`config.mk`:
```
export PLATFORM = sky130hd
export DESIGN_NAME = note_playback_ctrl
export DESIGN_NICKNAME = d
export VERILOG_FILES = /design/src/rtl/note_ctrl_pkg.sv /design/src/rtl/beat_timer.sv /design/src/rtl/note_playback_ctrl.sv
export SDC_FILE = /design/constraint.sdc
export NUM_CORES = 1
export LEC_CHECK = 0
export CAP_MARGIN = 20
export CORE_MARGIN = 2
export CORE_UTILIZATION = 39
export CTS_CLUSTER_SIZE = 20
export DETAILED_ROUTE_END_ITERATION = 16
export MAX_ROUTING_LAYER = met4
export PLACE_DENSITY_LB_ADDON = 0.25
export SYNTH_ARGS = -nofsm -noshare
export SYNTH_HDL_FRONTEND = slang
export SYNTH_SLANG_ARGS = --single-unit
```
`constraint.sdc`:
```
create_clock -name clk -period 7.97 [get_ports clk]
set_clock_uncertainty 0.2 [all_clocks]
set_input_delay 1.594 -clock clk [delete_from_list [all_inputs] [get_ports clk]]
set_output_delay 1.594 -clock clk [all_outputs]
set_load 0.01 [all_outputs]
```
`src/rtl/note_ctrl_pkg.sv`:
```
// Shared encodings for the note playback sequencer and its beat timer.
package note_ctrl_pkg;

    typedef enum logic [1:0] {
        ST_SETTLE = 2'd0,
        ST_IDLE   = 2'd1,
        ST_PLAY   = 2'd2
    } ctrl_state_t;

    typedef enum logic [1:0] {
        MAN_NONE = 2'd0,
        MAN_NEXT = 2'd1,
        MAN_PREV = 2'd2
    } man_req_t;

    localparam int MIN_BEAT = 2;

endpackage

```
`src/rtl/beat_timer.sv`:
```
// Auto-play beat counter: counts 0..P-1 with P = max(beat_period, MIN_BEAT) sampled live.
module beat_timer
    import note_ctrl_pkg::*;
#(
    parameter int BEAT_W = 24
) (
    input  logic              clk,
    input  logic              rst,
    input  logic              en,
    input  logic              clr,
    input  logic [BEAT_W-1:0] beat_period,
    output logic              wrap
);

    localparam logic [BEAT_W-1:0] MIN_P = BEAT_W'(MIN_BEAT);

    logic [BEAT_W-1:0] beat_cnt_reg;
    logic [BEAT_W-1:0] beat_cnt_next;
    logic [BEAT_W-1:0] last_cnt;

    always_comb begin
        last_cnt      = ((beat_period < MIN_P) ? MIN_P : beat_period) - 1'b1;
        wrap          = en && !clr && (beat_cnt_reg == last_cnt);
        beat_cnt_next = beat_cnt_reg;
        if (clr) begin
            beat_cnt_next = '0;
        end else if (en) begin
            // A count above the last value means the period just shrank: restart without a tick.
            if (beat_cnt_reg >= last_cnt) begin
                beat_cnt_next = '0;
            end else begin
                beat_cnt_next = beat_cnt_reg + 1'b1;
            end
        end
    end

    always_ff @(posedge clk) begin
        if (!rst) begin
            beat_cnt_reg <= '0;
        end else begin
            beat_cnt_reg <= beat_cnt_next;
        end
    end

endmodule

```
`src/rtl/note_playback_ctrl.sv`:
```
// Sequencer merging step buttons, auto-play beats and song selection into
// spaced single-cycle advance/reverse pulses for note_shifter.
module note_playback_ctrl
    import note_ctrl_pkg::*;
#(
    parameter int BEAT_W        = 24,
    parameter int SETTLE_CYCLES = 4,
    parameter int GAP_CYCLES    = 2
) (
    input  logic              clk,
    input  logic              rst,
    input  logic              play_toggle,
    input  logic              btn_next,
    input  logic              btn_prev,
    input  logic [1:0]        song_sel_req,
    input  logic [BEAT_W-1:0] beat_period,
    input  logic              at_song_end,
    input  logic              at_song_start,
    output logic              note_advance,
    output logic              note_reverse,
    output logic [1:0]        song_sel,
    output logic              playing,
    output logic              busy,
    output logic              beat_tick,
    output logic              song_done
);

    // Pulses land GAP_CYCLES apart, but never on adjacent cycles.
    localparam int GAP_LOAD_I = ((GAP_CYCLES < 2) ? 2 : GAP_CYCLES) - 1;
    localparam int GAP_W      = $clog2(GAP_LOAD_I + 1);
    localparam int SETTLE_W   = $clog2(SETTLE_CYCLES + 1);
    localparam logic [GAP_W-1:0]    GAP_LOAD    = GAP_W'(GAP_LOAD_I);
    localparam logic [SETTLE_W-1:0] SETTLE_LOAD = SETTLE_W'(SETTLE_CYCLES - 1);

    ctrl_state_t         state_reg, state_next;
    man_req_t            man_reg, man_next, man_eff;
    logic [SETTLE_W-1:0] settle_cnt_reg, settle_cnt_next;
    logic [GAP_W-1:0]    gap_cnt_reg, gap_cnt_next;
    logic                auto_reg, auto_next, auto_eff;
    logic [1:0]          song_sel_reg, song_sel_next;
    logic                advance_reg, advance_next;
    logic                reverse_reg, reverse_next;
    logic                tick_reg, tick_next;
    logic                done_reg, done_next;

    logic song_change, active, play_start, play_stop;
    logic timer_en, timer_clr, wrap, can_issue;

    beat_timer #(
        .BEAT_W(BEAT_W)
    ) u_beat_timer (
        .clk         (clk),
        .rst         (rst),
        .en          (timer_en),
        .clr         (timer_clr),
        .beat_period (beat_period),
        .wrap        (wrap)
    );

    always_comb begin
        song_change = (song_sel_req != song_sel_reg);
        active      = (state_reg != ST_SETTLE);
        play_start  = (state_reg == ST_IDLE) && play_toggle && !at_song_end;
        play_stop   = (state_reg == ST_PLAY) && play_toggle;
        timer_en    = (state_reg == ST_PLAY);
        timer_clr   = song_change || play_start || play_stop;
        can_issue   = active && (gap_cnt_reg == '0) && !song_change;

        // Same-cycle requests are eligible immediately; simultaneous buttons cancel out.
        man_eff = man_reg;
        if (active && (btn_next ^ btn_prev)) begin
            man_eff = btn_next ? MAN_NEXT : MAN_PREV;
        end
        auto_eff = (auto_reg || wrap) && !play_stop;

        state_next      = state_reg;
        settle_cnt_next = settle_cnt_reg;
        gap_cnt_next    = (gap_cnt_reg != '0) ? gap_cnt_reg - 1'b1 : gap_cnt_reg;
        man_next        = man_eff;
        auto_next       = auto_eff;
        song_sel_next   = song_sel_reg;
        advance_next    = 1'b0;
        reverse_next    = 1'b0;
        tick_next       = wrap;
        done_next       = 1'b0;

        case (state_reg)
            ST_SETTLE: begin
                if (settle_cnt_reg == '0) begin
                    state_next = ST_IDLE;
                end else begin
                    settle_cnt_next = settle_cnt_reg - 1'b1;
                end
            end
            ST_IDLE: begin
                if (play_start) begin
                    state_next = ST_PLAY;
                end
            end
            ST_PLAY: begin
                if (play_stop) begin
                    state_next = ST_IDLE;
                end
            end
            default: state_next = ST_SETTLE;
        endcase

        if (can_issue) begin
            if (man_eff != MAN_NONE) begin
                man_next     = MAN_NONE;
                advance_next = (man_eff == MAN_NEXT) && !at_song_end;
                reverse_next = (man_eff == MAN_PREV) && !at_song_start;
            end else if (auto_eff) begin
                auto_next = 1'b0;
                if (at_song_end) begin
                    state_next = ST_IDLE;
                    done_next  = 1'b1;
                end else begin
                    advance_next = 1'b1;
                end
            end
        end
        if (advance_next || reverse_next) begin
            gap_cnt_next = GAP_LOAD;
        end

        if (song_change) begin
            song_sel_next   = song_sel_req;
            state_next      = ST_SETTLE;
            settle_cnt_next = SETTLE_LOAD;
            man_next        = MAN_NONE;
            auto_next       = 1'b0;
            tick_next       = 1'b0;
        end
    end

    always_ff @(posedge clk) begin
        if (!rst) begin
            state_reg      <= ST_SETTLE;
            settle_cnt_reg <= SETTLE_LOAD;
            gap_cnt_reg    <= '0;
            man_reg        <= MAN_NONE;
            auto_reg       <= 1'b0;
            song_sel_reg   <= 2'd0;
            advance_reg    <= 1'b0;
            reverse_reg    <= 1'b0;
            tick_reg       <= 1'b0;
            done_reg       <= 1'b0;
        end else begin
            state_reg      <= state_next;
            settle_cnt_reg <= settle_cnt_next;
            gap_cnt_reg    <= gap_cnt_next;
            man_reg        <= man_next;
            auto_reg       <= auto_next;
            song_sel_reg   <= song_sel_next;
            advance_reg    <= advance_next;
            reverse_reg    <= reverse_next;
            tick_reg       <= tick_next;
            done_reg       <= done_next;
        end
    end

    assign note_advance = advance_reg;
    assign note_reverse = reverse_reg;
    assign song_sel     = song_sel_reg;
    assign playing      = (state_reg == ST_PLAY);
    assign busy         = (state_reg == ST_SETTLE) || (gap_cnt_reg != '0);
    assign beat_tick    = tick_reg;
    assign song_done    = done_reg;

endmodule

```
==> results.yml, run 1 <==
sta:
  fmax_ghz: 0.150
  hold_viol: 0
  slew_headroom_pct: 45.7
  tns_ns: 0
  final_max_slew_viol_count: 0
  tightest_slew_ns: 0.808
  rsz0062_at_grt: "false"
  setup_viol: 0
  finalCriticalPeriod_ns: 6.66
  timing.final.crit_share_pct: 83.6
synth:
  yosysUniqueCellTypes: 48
  yosysSeqAreaShare_pct: 27.1
  post_synth.cell_area_avg_um2: 8.03
  syn_inst: 358
  synth_edf_count: 0
  ys_seq_elements: 39
  syn-cell-area_um2: 2880
  syn_nets: 419
  synthArstFlopShare_pct: 0
  synth_ff_type: "dfxtp_1"
  synth_warnings: 0
drt:
  drc_errors: 0
  drt-initial-drc-count: 121
  final_antenna_net_count: 0
  routed_wl_um: 6450
  wl_per_cell_um: 12.9
  drt-pass1-iter-count: 4
  vias: 2646
  viasPerCell: 5.27
critical_path:
  path_delay_family: "simple AND/OR/NAND/NOR gates"
  end_kind: "flip-flop"
  r2r_slack_ns: 5.38
  cp_slowest_cell: "or4_1"
  crit_path_max_fanout: 9
  reg2reg_from: "u_beat_timer.beat_cnt_reg[19]"
  critPathMaxStageDelay_ns: 0.57
  cp.arrival_ns: 6.70
  critPathBufInv: 1
  worstPathCellList: "clkdlybuf4s50_1, or4_1, nor3_1, nand4b_1, nor3_1, nand2b_1, ha_1, nand2_1, or3_1, nor4_1, xnor2_1, ha_1, nand4_1, nor4_1, nand4_1, a22oi_1, and4_1, o21a_1"
  rr_worst_depth: 7
  critPathRequiredTime_ns: 8.00
  timing.rr.end: "state_reg[0]"
  path_class: "input pin to flip-flop"
  crit_path_start_kind: "input pin"
job:
  drv_cap: 0
clock_tree:
  cts_tree: "built"
  clkSlewWorstSetupHoldPaths_ns: 0.07
  ctsResizeCount: 0
  hold_buffers: 0
  clk_latency_ns: 0.29
  htree_num_levels: 2
  cts_setup_buffers: 0
  cts_root_buffer: "clkbuf_8"
  cts_sinks: 39
  cts_made_buffers: 5
  clk_path_buf_depth: 2
global_route:
  grt_pass1_vias: 2423
  grtUsageMet1_pct: 21.7
  grt.busiest_layer: "met2"
  met3_usage_pct: 2.85
  use_met2_pct: 27.3
  grt_pass1_wl_um: 11000
  grtUsageTotal_pct: 16.6
  grt_max_degree: 27
  overflow: 0
  antenna_found_initial: 0
place:
  gp_congestion: 0.836
  numPortBuffers: 40
  post-dp-hpwl_um: 5100
floorplanning:
  die_width_um: 89.9
  core-area_um2: 7210
  dieArea_um2: 8080
  fp-row-count: 31
  chipHeight_um: 89.9
  ios: 41
  start_util_pct: 39.9
layout:
  layout_common_cells: "40 x nor2_1, 40 x clkdlybuf4s50_1, 39 x dfxtp_1"
  areaGrowthSynthToFinish_pct: 20.9
  largest_reg_flops: 24
  antenna_cells: 0
  fillers: 729
  nNetsFinal: 463
  drive_above_1_share_pct: 4.47
power:
  internal-power_uw: 285
  p_total_uw: 377
  pwr-share-comb_pct: 13.8
  peakVddDrop_uv: 73.6
  swShare_pct: 24.4
  p_per_area_nw_per_um2: 109
  power_frac_clock_pct: 34.2
  seq_power_share_pct: 52.0
  leakage_uw: 0.00134
  netSwitchingPower_uw: 92.1
worst_hold_path:
  min_from: "settle_cnt_reg[1]"
  min_to: "settle_cnt_reg[1]"
  hold_path_class: "flip-flop to flip-flop"
  holdPathStages: 2
outcome:
  status: "complete, no violations"
[power by group through the flow]
stage / Sequential [µW] / Combinational (µW) / Clock (µW)
final: 196 / 52.0 / 129
after global routing: 196 / 57.5 / 139
after CTS: 196 / 52.4 / 134
after detailed placement: 201 / 52.1 / 0
after global placement: 201 / 51.9 / 0
after floorplan: 201 / 23.4 / 0
[Yosys cell counts (2+ instances only)]
| master | instances | area share, % |
|---|---|---|
| a211o_1 | 3 | 0.91 |
| nand3_1 | 9 | 1.6 |
| nand2_1 | 38 | 5.0 |
| o21a_1 | 2 | 0.52 |
| and3_1 | 9 | 2.0 |
| nand2b_1 | 7 | 1.5 |
| and2_1 | 5 | 1.1 |
| xnor2_1 | 33 | 10 |
| clkbuf_1 | 4 | 0.52 |
| or3_1 | 3 | 0.65 |
| nor4b_1 | 2 | 0.61 |
| a21oi_1 | 13 | 2.3 |
| a21boi_0 | 3 | 0.78 |
| nor2b_1 | 7 | 1.5 |
| xor2_1 | 7 | 2.1 |
| nor3_1 | 16 | 2.8 |
| nor2_1 | 40 | 5.2 |
| a31oi_1 | 2 | 0.43 |
| a22oi_1 | 2 | 0.52 |
| inv_1 | 13 | 1.7 |
| o41ai_1 | 2 | 0.61 |
| and4_1 | 5 | 1.5 |
| nor4_1 | 8 | 1.7 |
| o21ai_0 | 13 | 2.3 |
| o31ai_1 | 3 | 0.78 |
| ha_1 | 28 | 12 |
| nand4_1 | 20 | 4.3 |
| dfxtp_1 | 39 | 27 |
| nor3b_1 | 3 | 0.78 |
[metrics by stage]
step / area (µm²) / instances / setup slack, ns / util (%) / hold WS [ns]
2_1_floorplan: 2880 / 358 / 1.87 / - / 0.253
3_3_place_gp: 3400 / 494 / 1.09 / 47.1 / 0.278
3_5_place_dp: 3400 / 494 / 0.978 / 47.1 / 0.279
4_1_cts: 3480 / 502 / 1.27 / 48.2 / 0.296
5_1_grt: 3480 / 502 / 0.880 / 48.2 / 0.325
6_report: 3480 / 502 / 1.31 / 48.2 / 0.295
[worst reg2reg max path: stages (launching register included)]
cell and delay (ns):
dfxtp_1 0.37, ha_1 0.36, nand4_1 0.16, nor4_1 0.53, nand4_1 0.24, a22oi_1 0.27, and4_1 0.29, o21a_1 0.13
[per-layer routing]
layer	up-vias	share of wire (%)
met1	1219	49
li1	1377	-
met4	0	0.26
met2	48	47
met3	2	4.1
met5	-	0
[kinds of logic after synthesis]
| family | share of synthesized area [%] |
|---|---|
| buffers and inverters | 2.39 |
| AND/OR/NAND/NOR | 35.9 |
| AO/OA/AOI/OAI | 10.2 |
| adder cells (fa/ha/maj) | 12.2 |
| XOR/XNOR | 12.2 |
| flip-flops | 27.1 |
[final cells by class]
class	instances	area (µm²)	area share [%]
Clock buffer	7	76.3	2.20
Timing Repair Buffer	42	415	11.9
Tap cell	99	124	3.56
Multi-Input combinational cell	301	2030	58.3
Clock inverter	1	5.00	0.144
Inverter	13	48.8	1.40
Sequential cell	39	781	22.5
[how the worst max path moves through the flow]
stage	from	end	slack (ns)	cells after the start
floorplan	beat_period[9]	u_beat_timer.beat_cnt_reg[16]	1.87	18
global placement	beat_period[6]	gap_cnt_reg	1.09	18
global route	beat_period[18]	gap_cnt_reg	0.88	18
CTS	beat_period[6]	gap_cnt_reg	1.27	18
finish	beat_period[18]	state_reg[0]	1.31	18
detailed placement	beat_period[6]	gap_cnt_reg	0.98	18
No activity file was read; power rests on OpenSTA's default activity.
==> inputs of run 2 (changes only) <==
- clock period: 7.97 -> 6.8 ns (I/O delays scaled with it)
==> results.yml, run 2 (synthesis results as in run 1) <==
outcome:
  status: "complete, no violations"
sta:
  finalCriticalPeriod_ns: 6.35
  tightest_slew_ns: 0.784
  final_max_slew_viol_count: 0
  setup_viol: 0
  slew_headroom_pct: 47.3
  timing.final.crit_share_pct: 93.4
  rsz0062_at_grt: "false"
  tns_ns: 0
  hold_viol: 0
  fmax_ghz: 0.157
clock_tree:
  ctsResizeCount: 0
  htree_num_levels: 2
  hold_buffers: 0
  cts_made_buffers: 5
  clk_path_buf_depth: 2
  cts_setup_buffers: 0
  clkSlewWorstSetupHoldPaths_ns: 0.08
  cts_tree: "built"
  cts_root_buffer: "clkbuf_8"
  cts_sinks: 39
  clk_latency_ns: 0.29
floorplanning:
  ios: 41
  chipHeight_um: 89.9
  die_width_um: 89.9
  start_util_pct: 39.9
  core-area_um2: 7210
  fp-row-count: 31
  dieArea_um2: 8080
drt:
  drc_errors: 0
  routed_wl_um: 6470
  wl_per_cell_um: 12.9
  viasPerCell: 5.22
  vias: 2621
  drt-initial-drc-count: 109
  drt-pass1-iter-count: 4
  final_antenna_net_count: 0
critical_path:
  cp.arrival_ns: 6.39
  crit_path_max_fanout: 9
  end_kind: "flip-flop"
  critPathRequiredTime_ns: 6.84
  crit_path_start_kind: "input pin"
  path_class: "input pin to flip-flop"
layout:
  areaGrowthSynthToFinish_pct: 22.2
  nNetsFinal: 464
  drive_above_1_share_pct: 5.21
  largest_reg_flops: 24
  layout_common_cells: "40 x nor2_1, 40 x clkdlybuf4s50_1, 39 x dfxtp_1"
  antenna_cells: 0
power:
  peakVddDrop_uv: 110
  p_per_area_nw_per_um2: 137
  leakage_uw: 0.00135
  p_total_uw: 481
place:
  numPortBuffers: 40
  post-dp-hpwl_um: 5140
  gp_congestion: 0.832
global_route:
  grt_pass1_wl_um: 11100
  use_met2_pct: 27.1
  grt.busiest_layer: "met2"
  grtUsageTotal_pct: 16.7
  overflow: 0
  antenna_found_initial: 0
  grt_pass1_vias: 2410
  grtUsageMet1_pct: 22.0
  grt_max_degree: 27
  met3_usage_pct: 2.93
worst_hold_path:
  hold_path_class: "flip-flop to flip-flop"
job:
  drv_cap: 0
run 2: report_power, final:
part	internal, µW	leakage (µW)	switching, µW
clock network	107	0.0000502	82.3
registers	229	0.000315	0.588
logic	32.8	0.000986	28.2
total	369	0.00135	111
run 2: through the flow:
step | worst slack, ns | instance area [µm²] | hold slack (ns) | std cells | utilization, %
2_1_floorplan | 0.936 | 2880 | 0.253 | 358 | -
3_3_place_gp | 0.303 | 3400 | 0.264 | 495 | 47.2
3_5_place_dp | 0.192 | 3400 | 0.294 | 495 | 47.2
4_1_cts | 0.474 | 3510 | 0.313 | 502 | 48.6
5_1_grt | 0.0644 | 3520 | 0.344 | 502 | 48.7
6_report | 0.448 | 3520 | 0.308 | 502 | 48.7
run 2: worst max-delay path, stage by stage:
cell and delay [ns]:
clkdlybuf4s50_1 0.54, or4_1 0.58, nor3_1 0.25, nand4b_1 0.23
nor3_1 0.32, nand2b_1 0.19, ha_1 0.20, nand2_1 0.09
or3_1 0.47, nor4_2 0.23, xnor2_1 0.12, ha_1 0.28
nand4_1 0.14, nor4_1 0.40, buf_4 0.19, nand4_1 0.13
a22oi_1 0.25, and4_1 0.27, and2_1 0.13
run 2: final timing paths:
path                                 start           endpoint  slack (ns)  cells after the start
max reg2reg  u_beat_timer.beat_cnt_reg[19]          song_done        4.34                      8
min                      settle_cnt_reg[1]  settle_cnt_reg[1]        0.31                      2
max                        beat_period[18]          song_done        0.45                     19
min reg2reg              settle_cnt_reg[1]  settle_cnt_reg[1]        0.31                      2
run 2: metal layers:
metal	part of all wire, %	up-vias
li1	-	1381
met1	50	1192
met2	47	41
met3	2.9	7
met4	0.66	0
met5	0	-
run 2: layout make-up:
type	count	area [µm²]
flip-flops and latches	39	781
fillers	731	3700
inverters	13	48.8
clock inverters	2	37.5
well taps	99	124
multi-input cells	301	2030
clock buffers	5	68.8
repair buffers	43	423
==> inputs of run 3 (changes only) <==
- CTS_CLUSTER_SIZE: 20 -> 16
==> results of run 3 <==
Same layout as run 2: the final DEF is identical, and so are final timing and power.
